**src/rtl/kex_stream_reader.sv**
```systemverilog
// Read-side sequencer for the 1x1 expansion-kernel tile RAM.
// Streams LEN words from BASE (mod N_ELEM) through a 2-entry skid FIFO.
//
// Ports:
//   i_clk, i_rst          clock, synchronous active-high reset
//   i_start               begin a burst (sampled in IDLE only)
//   i_base_addr, i_len    burst base address and length (len clamps to N_ELEM)
//   o_busy, o_done        burst in progress / 1-cycle completion pulse
//   o_ram_addr            RAM read address; o_ram_write tied 0
//   o_ram_own             RAM port-mux select (= o_busy)
//   i_ram_res             RAM read data, valid 1 cycle after the address
//   o_out_data/valid/last stream to the PE array; i_out_ready backpressure
module kex_stream_reader #(
    parameter int DATA_W = 16,
    parameter int N_ELEM = 32,
    parameter int AW     = $clog2(N_ELEM)
) (
    input  logic              i_clk,
    input  logic              i_rst,
    input  logic              i_start,
    input  logic [AW-1:0]     i_base_addr,
    input  logic [AW:0]       i_len,
    output logic              o_busy,
    output logic              o_done,
    output logic [AW-1:0]     o_ram_addr,
    output logic              o_ram_write,
    output logic              o_ram_own,
    input  logic [DATA_W-1:0] i_ram_res,
    output logic [DATA_W-1:0] o_out_data,
    output logic              o_out_valid,
    input  logic              i_out_ready,
    output logic              o_out_last
);

    typedef enum logic [1:0] {
        S_IDLE,
        S_ISSUE,
        S_DRAIN
    } state_t;

    localparam logic [AW:0]   LP_N         = (AW+1)'(N_ELEM);
    localparam logic [AW-1:0] LP_LAST_ADDR = AW'(N_ELEM - 1);

    state_t r_state;
    state_t w_state_nxt;

    logic [AW-1:0]     r_addr;
    logic [AW:0]       r_cnt_iss;
    logic [AW:0]       r_len;
    logic              r_pend;
    logic              r_pend_last;
    logic              r_done;
    logic [DATA_W-1:0] r_fifo_data [2];
    logic [1:0]        r_fifo_last;
    logic [1:0]        r_fifo_cnt;

    logic [AW:0]       w_len_c;
    logic              w_pop;
    logic              w_push;
    logic [2:0]        w_occ;
    logic              w_issue;
    logic              w_iss_last;
    logic [AW-1:0]     w_addr_nxt;
    logic              w_wr_idx;
    logic              w_accept;
    logic              w_done_nxt;

    assign w_len_c    = (i_len > LP_N) ? LP_N : i_len;
    assign w_pop      = o_out_valid & i_out_ready;
    assign w_push     = r_pend;
    // Slots committed next cycle: buffered + in flight - leaving now.
    assign w_occ      = {1'b0, r_fifo_cnt} + {2'b00, r_pend} - {2'b00, w_pop};
    assign w_issue    = (r_state == S_ISSUE) && (w_occ < 3'd2);
    assign w_iss_last = (r_cnt_iss == r_len - 1'b1);
    assign w_addr_nxt = (r_addr == LP_LAST_ADDR) ? '0 : r_addr + 1'b1;
    // Push slot after a same-cycle pop shifts the head down.
    assign w_wr_idx   = r_fifo_cnt[1] | (r_fifo_cnt[0] & ~w_pop);

    assign o_ram_addr  = r_addr;
    assign o_ram_write = 1'b0;
    assign o_ram_own   = o_busy;
    assign o_done      = r_done;
    assign o_out_data  = r_fifo_data[0];
    assign o_out_valid = (r_fifo_cnt != 2'd0);
    assign o_out_last  = o_out_valid & r_fifo_last[0];

    always_ff @(posedge i_clk) begin
        if (i_rst) begin
            r_state <= S_IDLE;
        end else begin
            r_state <= w_state_nxt;
        end
    end

    always_comb begin
        w_state_nxt = r_state;
        w_accept    = 1'b0;
        w_done_nxt  = 1'b0;
        o_busy      = (r_state != S_IDLE);
        unique case (r_state)
            S_IDLE: begin
                if (i_start) begin
                    w_accept = 1'b1;
                    if (w_len_c != '0) begin
                        w_state_nxt = S_ISSUE;
                    end else begin
                        w_done_nxt = 1'b1;
                    end
                end
            end
            S_ISSUE: begin
                if (w_issue && w_iss_last) begin
                    w_state_nxt = S_DRAIN;
                end
            end
            S_DRAIN: begin
                if (w_pop && r_fifo_last[0]) begin
                    w_state_nxt = S_IDLE;
                    w_done_nxt  = 1'b1;
                end
            end
            default: w_state_nxt = S_IDLE;
        endcase
    end

    always_ff @(posedge i_clk) begin
        if (i_rst) begin
            r_addr      <= '0;
            r_cnt_iss   <= '0;
            r_len       <= '0;
            r_pend      <= 1'b0;
            r_pend_last <= 1'b0;
            r_done      <= 1'b0;
            r_fifo_cnt  <= 2'd0;
            r_fifo_last <= 2'b00;
        end else begin
            r_done      <= w_done_nxt;
            r_pend      <= w_issue;
            r_pend_last <= w_issue & w_iss_last;
            if (w_accept) begin
                r_addr    <= i_base_addr;
                r_len     <= w_len_c;
                r_cnt_iss <= '0;
            end else if (w_issue) begin
                r_addr    <= w_addr_nxt;
                r_cnt_iss <= r_cnt_iss + 1'b1;
            end
            r_fifo_cnt <= r_fifo_cnt + {1'b0, w_push} - {1'b0, w_pop};
            if (w_pop) begin
                r_fifo_last[0] <= r_fifo_last[1];
            end
            if (w_push) begin
                r_fifo_last[w_wr_idx] <= r_pend_last;
            end
        end
    end

    always_ff @(posedge i_clk) begin
        if (w_pop) begin
            r_fifo_data[0] <= r_fifo_data[1];
        end
        if (w_push) begin
            r_fifo_data[w_wr_idx] <= i_ram_res;
        end
    end

endmodule

```
**config.mk**
```make
export PLATFORM = sky130hd
export DESIGN_NAME = kex_stream_reader
export DESIGN_NICKNAME = d
export VERILOG_FILES = /design/src/rtl/kex_stream_reader.sv
export SDC_FILE = /design/constraint.sdc
export NUM_CORES = 1
export LEC_CHECK = 0
export ABC_AREA = 1
export BUFFER_PORTS_ARGS = -buffer_cell sky130_fd_sc_hd__buf_2
export CAP_MARGIN = 40
export CORE_ASPECT_RATIO = 1.2
export CORE_UTILIZATION = 54
export CTS_CLUSTER_SIZE = 24
export DETAILED_ROUTE_END_ITERATION = 6
export GPL_TIMING_DRIVEN = 0
export PLACE_DENSITY = 0.9
export SLEW_MARGIN = 0
export SYNTH_ARGS = -nofsm -noshare
export SYNTH_HDL_FRONTEND = slang
export SYNTH_SLANG_ARGS = --single-unit
```
**constraint.sdc**
```tcl
create_clock -name i_clk -period 3.1 [get_ports i_clk]
set_input_delay 0.62 -clock i_clk [delete_from_list [all_inputs] [get_ports i_clk]]
set_output_delay 0.62 -clock i_clk [all_outputs]
set_load 0.02 [all_outputs]
```
==> results of run 1 <==
## sequential cells by signal, indices dropped and copies added (netlist names)
register     cells
o_done           1
o_ram_addr       5
r_cnt_iss        6
r_fifo_cnt       2
r_fifo_data     32
r_fifo_last      2
r_len            6
r_pend           1
r_pend_last      1
r_state          2
## layer usage
| layer | global-route usage | up-vias | routed length, um |
|---|---|---|---|
| li1 | - | 1023 | - |
| met2 | 0.369 | 88 | 2510 |
| met1 | 0.262 | 932 | 2250 |
| met5 | 0 | - | 0 |
| met3 | 0.0669 | 13 | 325 |
| met4 | 0.0848 | 0 | 93 |
## cell type report
| type | instances | area (sq um) | area share |
|---|---|---|---|
| Sequential cell | 58 | 1480 | 0.459 |
| Timing Repair Buffer | 56 | 280 | 0.0869 |
| Clock inverter | 7 | 118 | 0.0365 |
| Tap cell | 58 | 72.6 | 0.0225 |
| Buffer | 4 | 23.8 | 0.00737 |
| Clock buffer | 9 | 124 | 0.0384 |
| Inverter | 32 | 120 | 0.0373 |
| Multi-Input combinational cell | 172 | 1000 | 0.312 |
## cells by family after synthesis
logic type      count (synthesis)  share of synthesized area
flops                          58                      0.563
simple gates                  115                      0.195
buf+inv                        36                     0.0547
compound gates                 26                     0.0595
fa+ha+maj                       6                     0.0314
other cells                     1                    0.00143
mux                            16                     0.0685
xor+xnor                        8                     0.0266
## per-stage QoR
stage | cells | instance area, sq um | hold slack, ns | total power, mW | util
2_1_floorplan | 266 | 2630 | 0.450 | 1.85 | -
3_3_place_gp | 380 | 2980 | 0.471 | 2.09 | 0.644
3_5_place_dp | 380 | 2980 | 0.473 | 2.13 | 0.644
4_1_cts | 396 | 3220 | 0.460 | 2.98 | 0.697
5_1_grt | 396 | 3220 | 0.458 | 3.13 | 0.697
6_report | 396 | 3220 | 0.465 | 2.96 | 0.697
## how the worst max path moves through the flow
stage               slack (ns)                 endpoint
finish                    0.42  r_state[0]$_SDFFE_PP0P_
global route              0.15  r_state[1]$_SDFFE_PP0P_
CTS                       0.41  r_state[0]$_SDFFE_PP0P_
detailed placement        0.31  r_state[0]$_SDFFE_PP0P_
global placement          0.37  r_state[0]$_SDFFE_PP0P_
floorplan                 0.66  r_state[0]$_SDFFE_PP0P_
## placed cells by master (no fill, tap or decap), types with 5 or more instances in the layout
master and n:
ha_1 5, nor2_1 33, o21ai_0 10, inv_1 31
nand3_1 13, clkbuf_8 9, edfxtp_1 32, a21oi_1 5
mux2_2 16, nand2_1 53, buf_2 57, dfxtp_1 26
## worst max-delay path, delay by kind of cell (launching register included)
kind,cells,cell delay [ns]
simple gates,11,1.33
flops,1,0.40
buf+inv,3,0.23
compound gates,1,0.07
fa+ha+maj,2,0.58
## power groups by stage
stage / registers, mW / clock network (mW) / logic, mW
floorplan: 1.30 / 0 / 0.551
global placement: 1.14 / 0 / 0.946
detailed placement: 1.15 / 0 / 0.974
CTS: 1.14 / 0.854 / 0.987
global route: 1.16 / 0.885 / 1.09
finish: 1.14 / 0.845 / 0.980
==> results.toml, run 1 <==
[run_status]
status = "complete, no violations"

[detailed_routing]
wire_per_inst_um = 13.1
ant_nets = 0
vias = 2056
drt_iter0_markers = 109
via_per_inst = 5.19
routed_wl_mm = 5.19
first_pass_iters = 5
drc = 0

[clocking]
worstSkewPairLatency_ns = 0.34
clockBufferDepth = 2
cts-htree-levels = 3
numCtsBuffers = 9
holdBufCountCts = 0
cts_setup_buffers = 0
clk_pin_slew_ns = 0.07
cts_resized = 0
cts_tree = "done"
cts_sinks = 58
cts_root_buffer = "clkbuf_8"

[synth]
synth_flop_cell = "edfxtp_1"
ys_seq_area_frac = 0.563
ys_top_cells_by_area = "edfxtp_1, dfxtp_1, nand2_1"
avgSynthCellArea_sq_um = 9.89
syn_inst = 266
synth_cell_type_count = 35
synth_warnings = 0
yosysMostFrequentCell = "nand2_1"
syn-cell-area_sq_mm = 0.00263
synth_enable_flop_cells = 32
synth_nets = 303
synth.largest_area_cell = "edfxtp_1"
yosys.area.top_type_share = 0.365
synth-async-reset-ratio = 0
synth-seq-cells = 58
synth_common_cells = "nand2_1, nor2_1, edfxtp_1"

[setup_path]
path_class = "reg -> reg"
startpoint = "r_fifo_cnt[1]$_SDFF_PP0_"
rrSetupSlack_ns = 0.42
r2r_cells = 17
slowest_delay_ns = 0.42
crit_arrival_ns = 2.92
r2r-end = "r_state[0]$_SDFFE_PP0P_"
regToRegStartpoint = "r_fifo_cnt[1]$_SDFF_PP0_"
path_common_cell = "nand2_1"
cp_cell_sequence = "nor2_1, inv_1, nand2_1, or2_2, nand2_1, ha_1, fa_1, inv_1, nand2_1, nor2_1, nand2_1, nor2_1, nand2_1, nand2_1, o31ai_1, nand2_1, inv_1"
crit_slowest_cell = "fa_1"
cp-end-kind = "flip-flop"
crit_required_ns = 3.34
start_kind = "flip-flop"
worstPathMaxFanout = 4

[sta]
slew_viol_final = 0
setup_viol = 0
relSlewSlack = 0.556
post-route-period-util = 0.864
fin_ws_ns = 0.421
clock.fmax_mhz = 373
setup_tns_ns = 0
tightest_slew_ns = 0.665
min_period_ns = 2.68
rsz0062_at_grt = "false"
hold_viol_final = 0
fin_skew_ns = 0.00500

[power]
cellPowerDensity_mw_per_mm2 = 919
comb_power_share = 0.331
seqPwrFrac = 0.384
leakage_nw = 1.41
power.switching_mw = 1.04
p_sw_frac = 0.352
intPower_mw = 1.92
ir_drop_v = 0.000578
clockPowerShare = 0.285

[placed_design]
routabilityCongestion = 0.800
dp_hpwl_mm = 3.71
portBuffers = 56
pre_cts_ws_ns = 0.306

[floorplanning]
std_cell_rows = 27
core_sq_mm = 0.00463
io_pins = 58
die_x_um = 65.7
die-area_sq_mm = 0.00515
die_height_um = 78.5
initial_core_util = 0.568

[finish]
layout-drive-gt1-share = 0.302
nets = 370
antennaDiodeCount = 0
fill_cells = 335
syn_to_final_growth_pct = 22.6

[grt]
track_usage = 0.221
overflow = 0
grt_pass1_wl_mm = 8.52
grt_pass1_vias = 1955
antenna_found_initial = 0
grt_max_degree = 18

[min_path]
hold_depth = 1
hp-class = "in -> reg"
min-delay-start = "i_ram_res[14]"
min_to = "r_fifo_data[1][14]$_DFFE_PP_"

[flow_run]
maxCapViolCount = 0
Power figures use the tool's default switching activity.
==> run 2: changes to the inputs <==
Settings changed: ABC_AREA 1 to unset, CORE_UTILIZATION 54 to 53, MAX_ROUTING_LAYER set to met4, PLACE_DENSITY 0.9 to 0.89.
==> results.toml, run 2 <==
[power]
clockPowerShare = 0.253
intPower_mw = 1.57
cellPowerDensity_mw_per_mm2 = 743
seqPwrFrac = 0.427
comb_power_share = 0.321
ir_drop_v = 0.000435
leakage_nw = 1.29
power.switching_mw = 0.799
p_sw_frac = 0.337

[setup_path]
cp_cell_sequence = "buf_6, or2_4, nand2_2, or2_2, nand2b_1, ha_2, fa_2, or3b_4, or4_4, a21o_1, a211oi_2"
start_kind = "flip-flop"
r2r_cells = 11
path_class = "reg -> reg"
crit_required_ns = 3.35
slowest_delay_ns = 0.49
cp-end-kind = "flip-flop"
crit_arrival_ns = 3.26
worstPathMaxFanout = 6
crit_slowest_cell = "or4_4"

[finish]
mostFrequentLayoutCells = "buf_2, edfxtp_1, dfxtp_1"
nets = 327
fill_cells = 351
multi_input_area_sq_mm = 0.00107
antennaDiodeCount = 0
largest_register_ffs = 32
stdcell_area_sq_mm = 0.00319
layout.cells.most_common = "buf_2"
regArea_sq_mm = 0.00148
syn_to_final_growth_pct = 22.6
largest-register = "r_fifo_data"
largestRegisters = "r_fifo_data (32), r_cnt_iss (6), r_len (6)"
layout-drive-gt1-share = 0.363

[detailed_routing]
via_per_inst = 5.42
wire_per_inst_um = 15.1
vias = 1912
first_pass_iters = 4
routed_wl_mm = 5.31
ant_nets = 0
drt_iter0_markers = 90
drc = 0

[sta]
slew_viol_final = 0
post-route-period-util = 0.970
relSlewSlack = 0.540
fin_ws_ns = 0.0928
fin_skew_ns = 0.00671
setup_viol = 0
hold_viol_final = 0
rsz0062_at_grt = "false"
clock.fmax_mhz = 333
min_period_ns = 3.01
tightest_slew_ns = 0.688

[synth]
yosys.area.top_type_share = 0.369
ys_seq_area_frac = 0.569
yosysMostFrequentCell = "edfxtp_1"
synth_warnings = 0
synth-seq-cells = 58
synth.largest_area_cell = "edfxtp_1"
syn_inst = 218
synth_nets = 255
synth_common_cells = "edfxtp_1, dfxtp_1, nand2_1"
synth_enable_flop_cells = 32
syn-cell-area_sq_mm = 0.00260
ys_top_cells_by_area = "edfxtp_1, dfxtp_1, mux2_2"
synth_cell_type_count = 48
synth-async-reset-ratio = 0
synth_flop_cell = "edfxtp_1"
avgSynthCellArea_sq_um = 11.9

[grt]
overflow = 0
grt_use_met2 = 0.378
grt_pass1_vias = 1843
grt_max_degree = 17
antenna_found_initial = 0
use_met1 = 0.236
track_usage = 0.222
busiest_layer = "met2"
grt_pass1_wl_mm = 8.22
grt_util_met3 = 0.0589

[floorplanning]
std_cell_rows = 27
die_x_um = 66.0
die_height_um = 78.8
io_pins = 58
initial_core_util = 0.558
die-area_sq_mm = 0.00520
core_sq_mm = 0.00466

[placed_design]
post_dp_cell_area_sq_mm = 0.00296
portBuffers = 56
dp_hpwl_mm = 3.70
routabilityCongestion = 0.868
pre_cts_ws_ns = -0.186

[flow_run]
maxCapViolCount = 0

[clocking]
worstSkewPairLatency_ns = 0.33
clk_pin_slew_ns = 0.07
clockBufferDepth = 2
cts-htree-levels = 3
cts_root_buffer = "clkbuf_8"
cts_tree = "done"
cts_sinks = 58
numCtsBuffers = 9

[min_path]
hold_depth = 2
hp-class = "reg -> reg"

[run_status]
status = "complete, no violations"
run 2: cell count changes after synthesis, sizes merged, moves of 6 or more:
cell | before | now
inv | 32 | 7
nor2 | 37 | 18
nand2 | 54 | 21
nand3 | 16 | 6
o21ai | 11 | 2
xor2 | 4 | 10
run 2: final cells by class:
type | instances | area share
flip-flops and latches | 58 | 0.464
plain buffers | 8 | 0.0145
well taps | 58 | 0.0227
clock buffers | 11 | 0.0443
multi-input cells | 145 | 0.337
inverters | 7 | 0.00824
clock inverters | 5 | 0.00941
repair buffers | 61 | 0.0996
run 2: what timing repair did:
| item | in CTS | in global routing |
|---|---|---|
| setup buffers | 1 | 4 |
| hold buffers | 0 | 0 |
| pin swaps | 1 | 2 |
| setup endpoints to repair | 2 | 3 |
| gates resized for setup | 3 | 5 |
run 2: worst max-delay path: cells and delay by family, from the launching register on:
family                     cells  cell delay, ns
buffers and inverters          1            0.12
AOI/OAI and AO/OA              2            0.34
and+or+nand+nor                6            1.47
DFF                            1            0.33
adders and majority gates      2            0.66
run 2: metrics by stage:
step | setup TNS [ns] | power, mW | hold slack, ns | std cells | util
after CTS | 0 | 2.34 | 0.462 | 349 | 0.674
after detailed placement | -0.247 | 1.72 | 0.462 | 332 | 0.634
final | 0 | 2.37 | 0.468 | 353 | 0.684
after global routing | 0 | 2.50 | 0.462 | 353 | 0.684
after global placement | -0.109 | 1.70 | 0.457 | 332 | 0.634
after floorplan | 0 | 1.53 | 0.445 | 218 | -
run 2: cell families (layout without fill, tap and decap cells):
kind of cell / count (synthesis) / count (layout) / synth area share
adder cells (fa/ha/maj): 6 / 6 / 0.0317
XOR/XNOR: 17 / 17 / 0.0644
buffers and inverters: 15 / 92 / 0.0264
other: 1 / 1 / 0.00144
multiplexers: 18 / 18 / 0.0769
AND/OR/NAND/NOR: 81 / 81 / 0.170
flip-flops: 58 / 58 / 0.569
AO/OA/AOI/OAI: 22 / 22 / 0.0596
run 2: final timing paths:
| path | slack, ns | startpoint | endpoint |
|---|---|---|---|
| setup reg to reg | 0.09 | r_fifo_cnt[1]$_SDFF_PP0_ | o_ram_addr[3]$_SDFFE_PP0P_ |
| hold reg to reg | 0.47 | r_len[5]$_SDFFE_PP0P_ | r_len[5]$_SDFFE_PP0P_ |
| setup / recovery | 0.09 | r_fifo_cnt[1]$_SDFF_PP0_ | o_ram_addr[3]$_SDFFE_PP0P_ |
| hold / removal | 0.47 | r_len[5]$_SDFFE_PP0P_ | r_len[5]$_SDFFE_PP0P_ |
run 2: power groups by stage:
| stage | combinational [mW] | clock [mW] | sequential [mW] |
|---|---|---|---|
| 2_1_floorplan | 0.414 | 0 | 1.11 |
| 3_3_place_gp | 0.677 | 0 | 1.02 |
| 3_5_place_dp | 0.695 | 0 | 1.03 |
| 4_1_cts | 0.721 | 0.609 | 1.01 |
| 5_1_grt | 0.831 | 0.648 | 1.02 |
| 6_report | 0.760 | 0.599 | 1.01 |
run 2: routing by layer:
layer	routed length, um	vias up
met5	0	-
met4	77	0
met3	320	9
met2	2780	84
met1	2130	899
li1	-	920
==> run 3: changes to the inputs <==
Settings changed: CORE_UTILIZATION 53 to 58, PLACE_DENSITY 0.89 to 0.95.
Clock period 3.1 ns to 3.6 ns, I/O delays scaled along.
==> results.toml, run 3 (synthesis gave the netlist of run 2 again) <==
[clocking]
cts_setup_buffers = 0
cts_sinks = 58
worstSkewPairLatency_ns = 0.33
cts-htree-levels = 3
holdBufCountCts = 0
cts_root_buffer = "clkbuf_8"
clockBufferDepth = 2
cts_tree = "done"
cts_resized = 0
clk_pin_slew_ns = 0.06
numCtsBuffers = 9

[grt]
overflow = 0
grt_pass1_vias = 1817
grt_max_degree = 17
track_usage = 0.240
grt_pass1_wl_mm = 8.12
antenna_found_initial = 0

[detailed_routing]
via_per_inst = 5.43
vias = 1879
ant_nets = 0
wire_per_inst_um = 14.8
drc = 0
first_pass_iters = 4
routed_wl_mm = 5.13
drt_iter0_markers = 99

[setup_path]
endpoint = "o_ram_addr[2]$_SDFFE_PP0P_"
crit_arrival_ns = 3.46
crit_required_ns = 3.83
cp-end-kind = "flip-flop"
start_kind = "flip-flop"
rrSetupSlack_ns = 0.38
r2r-end = "o_ram_addr[2]$_SDFFE_PP0P_"
path_class = "reg -> reg"
regToRegStartpoint = "r_fifo_cnt[1]$_SDFF_PP0_"
worstPathMaxFanout = 10
startpoint = "r_fifo_cnt[1]$_SDFF_PP0_"
r2r_cells = 11

[sta]
slew_viol_final = 0
relSlewSlack = 0.545
fin_skew_ns = 0.00333
min_period_ns = 3.22
setup_tns_ns = 0
setup_viol = 0
hold_viol_final = 0
rsz0062_at_grt = "false"
tightest_slew_ns = 0.681
fin_ws_ns = 0.376
clock.fmax_mhz = 310
post-route-period-util = 0.896

[power]
ir_drop_v = 0.000433
p_total_mw = 2.11
cellPowerDensity_mw_per_mm2 = 667
leakage_nw = 1.28

[floorplanning]
core_sq_mm = 0.00429
die_height_um = 75.4
std_cell_rows = 26
die-area_sq_mm = 0.00476
die_x_um = 63.2
initial_core_util = 0.606
io_pins = 58

[finish]
regArea_sq_mm = 0.00148
layout-drive-gt1-share = 0.324
layout.cells.most_common = "buf_2"
mostFrequentLayoutCells = "buf_2, edfxtp_1, dfxtp_1"
largest-register = "r_fifo_data"
largestRegisters = "r_fifo_data (32), r_cnt_iss (6), r_len (6)"
nets = 322
largest_register_ffs = 32
syn_to_final_growth_pct = 21.5
fill_cells = 310
antennaDiodeCount = 0
multi_input_area_sq_mm = 0.00105

[flow_run]
maxCapViolCount = 0

[placed_design]
portBuffers = 56
pre_cts_ws_ns = 0.215
routabilityCongestion = 0.865
dp_hpwl_mm = 3.70

[min_path]
hp-class = "reg -> reg"

[run_status]
status = "complete, no violations"
==> run 3: through the flow <==
stage / hold slack (ns) / cell area, sq um / util / instances
detailed placement: 0.472 / 2950 / 0.688 / 330
global route: 0.513 / 3160 / 0.736 / 346
global placement: 0.456 / 2950 / 0.688 / 330
floorplan: 0.445 / 2600 / - / 218
CTS: 0.480 / 3160 / 0.736 / 346
finish: 0.478 / 3160 / 0.736 / 346
==> run 3: layout make-up <==
cell class,count,share of cell area
flip-flops and latches,58,0.469
multi-input cells,145,0.333
repair buffers,56,0.0886
clock buffers,10,0.0404
clock inverters,6,0.0257
well taps,56,0.0222
plain buffers,8,0.0135
inverters,7,0.00831
==> run 3: worst max-delay path, stage by stage (launching register included) <==
cell	delay [ns]
dfxtp_1	0.31
buf_4	0.18
or2_1	0.16
nand2_1	0.10
or2_2	0.31
nand2b_1	0.08
ha_1	0.15
fa_1	0.49
nor3b_4	0.39
nand2_4	0.15
or4b_1	0.50
a311oi_1	0.30
==> run 3: metal layers <==
layer / wire [um] / up-vias / track usage
met2: 2710 / 67 / 0.427
li1: - / 911 / -
met3: 273 / 7 / 0.0584
met5: 0 / - / -
met1: 2090 / 894 / 0.259
met4: 52 / 0 / 0.103
==> run 3: how the worst min path moves through the flow <==
| stage | startpoint | endpoint | slack (ns) | cells past startpoint |
|---|---|---|---|---|
| 2_1_floorplan | r_len[1]$_SDFFE_PP0P_ | r_len[1]$_SDFFE_PP0P_ | 0.45 | 2 |
| 3_3_place_gp | r_len[5]$_SDFFE_PP0P_ | r_len[5]$_SDFFE_PP0P_ | 0.46 | 2 |
| 3_5_place_dp | r_len[5]$_SDFFE_PP0P_ | r_len[5]$_SDFFE_PP0P_ | 0.47 | 2 |
| 4_1_cts | r_len[5]$_SDFFE_PP0P_ | r_len[5]$_SDFFE_PP0P_ | 0.48 | 2 |
| 5_1_grt | r_len[4]$_SDFFE_PP0P_ | r_len[4]$_SDFFE_PP0P_ | 0.51 | 2 |
| 6_report | r_len[5]$_SDFFE_PP0P_ | r_len[5]$_SDFFE_PP0P_ | 0.48 | 2 |
==> run 3: power by group <==
| group | switching, mW | leakage (nW) | internal [mW] |
|---|---|---|---|
| logic | 0.387 | 0.669 | 0.220 |
| clock network | 0.249 | 0.104 | 0.385 |
| registers | 0.0408 | 0.504 | 0.827 |
| total | 0.677 | 1.28 | 1.43 |
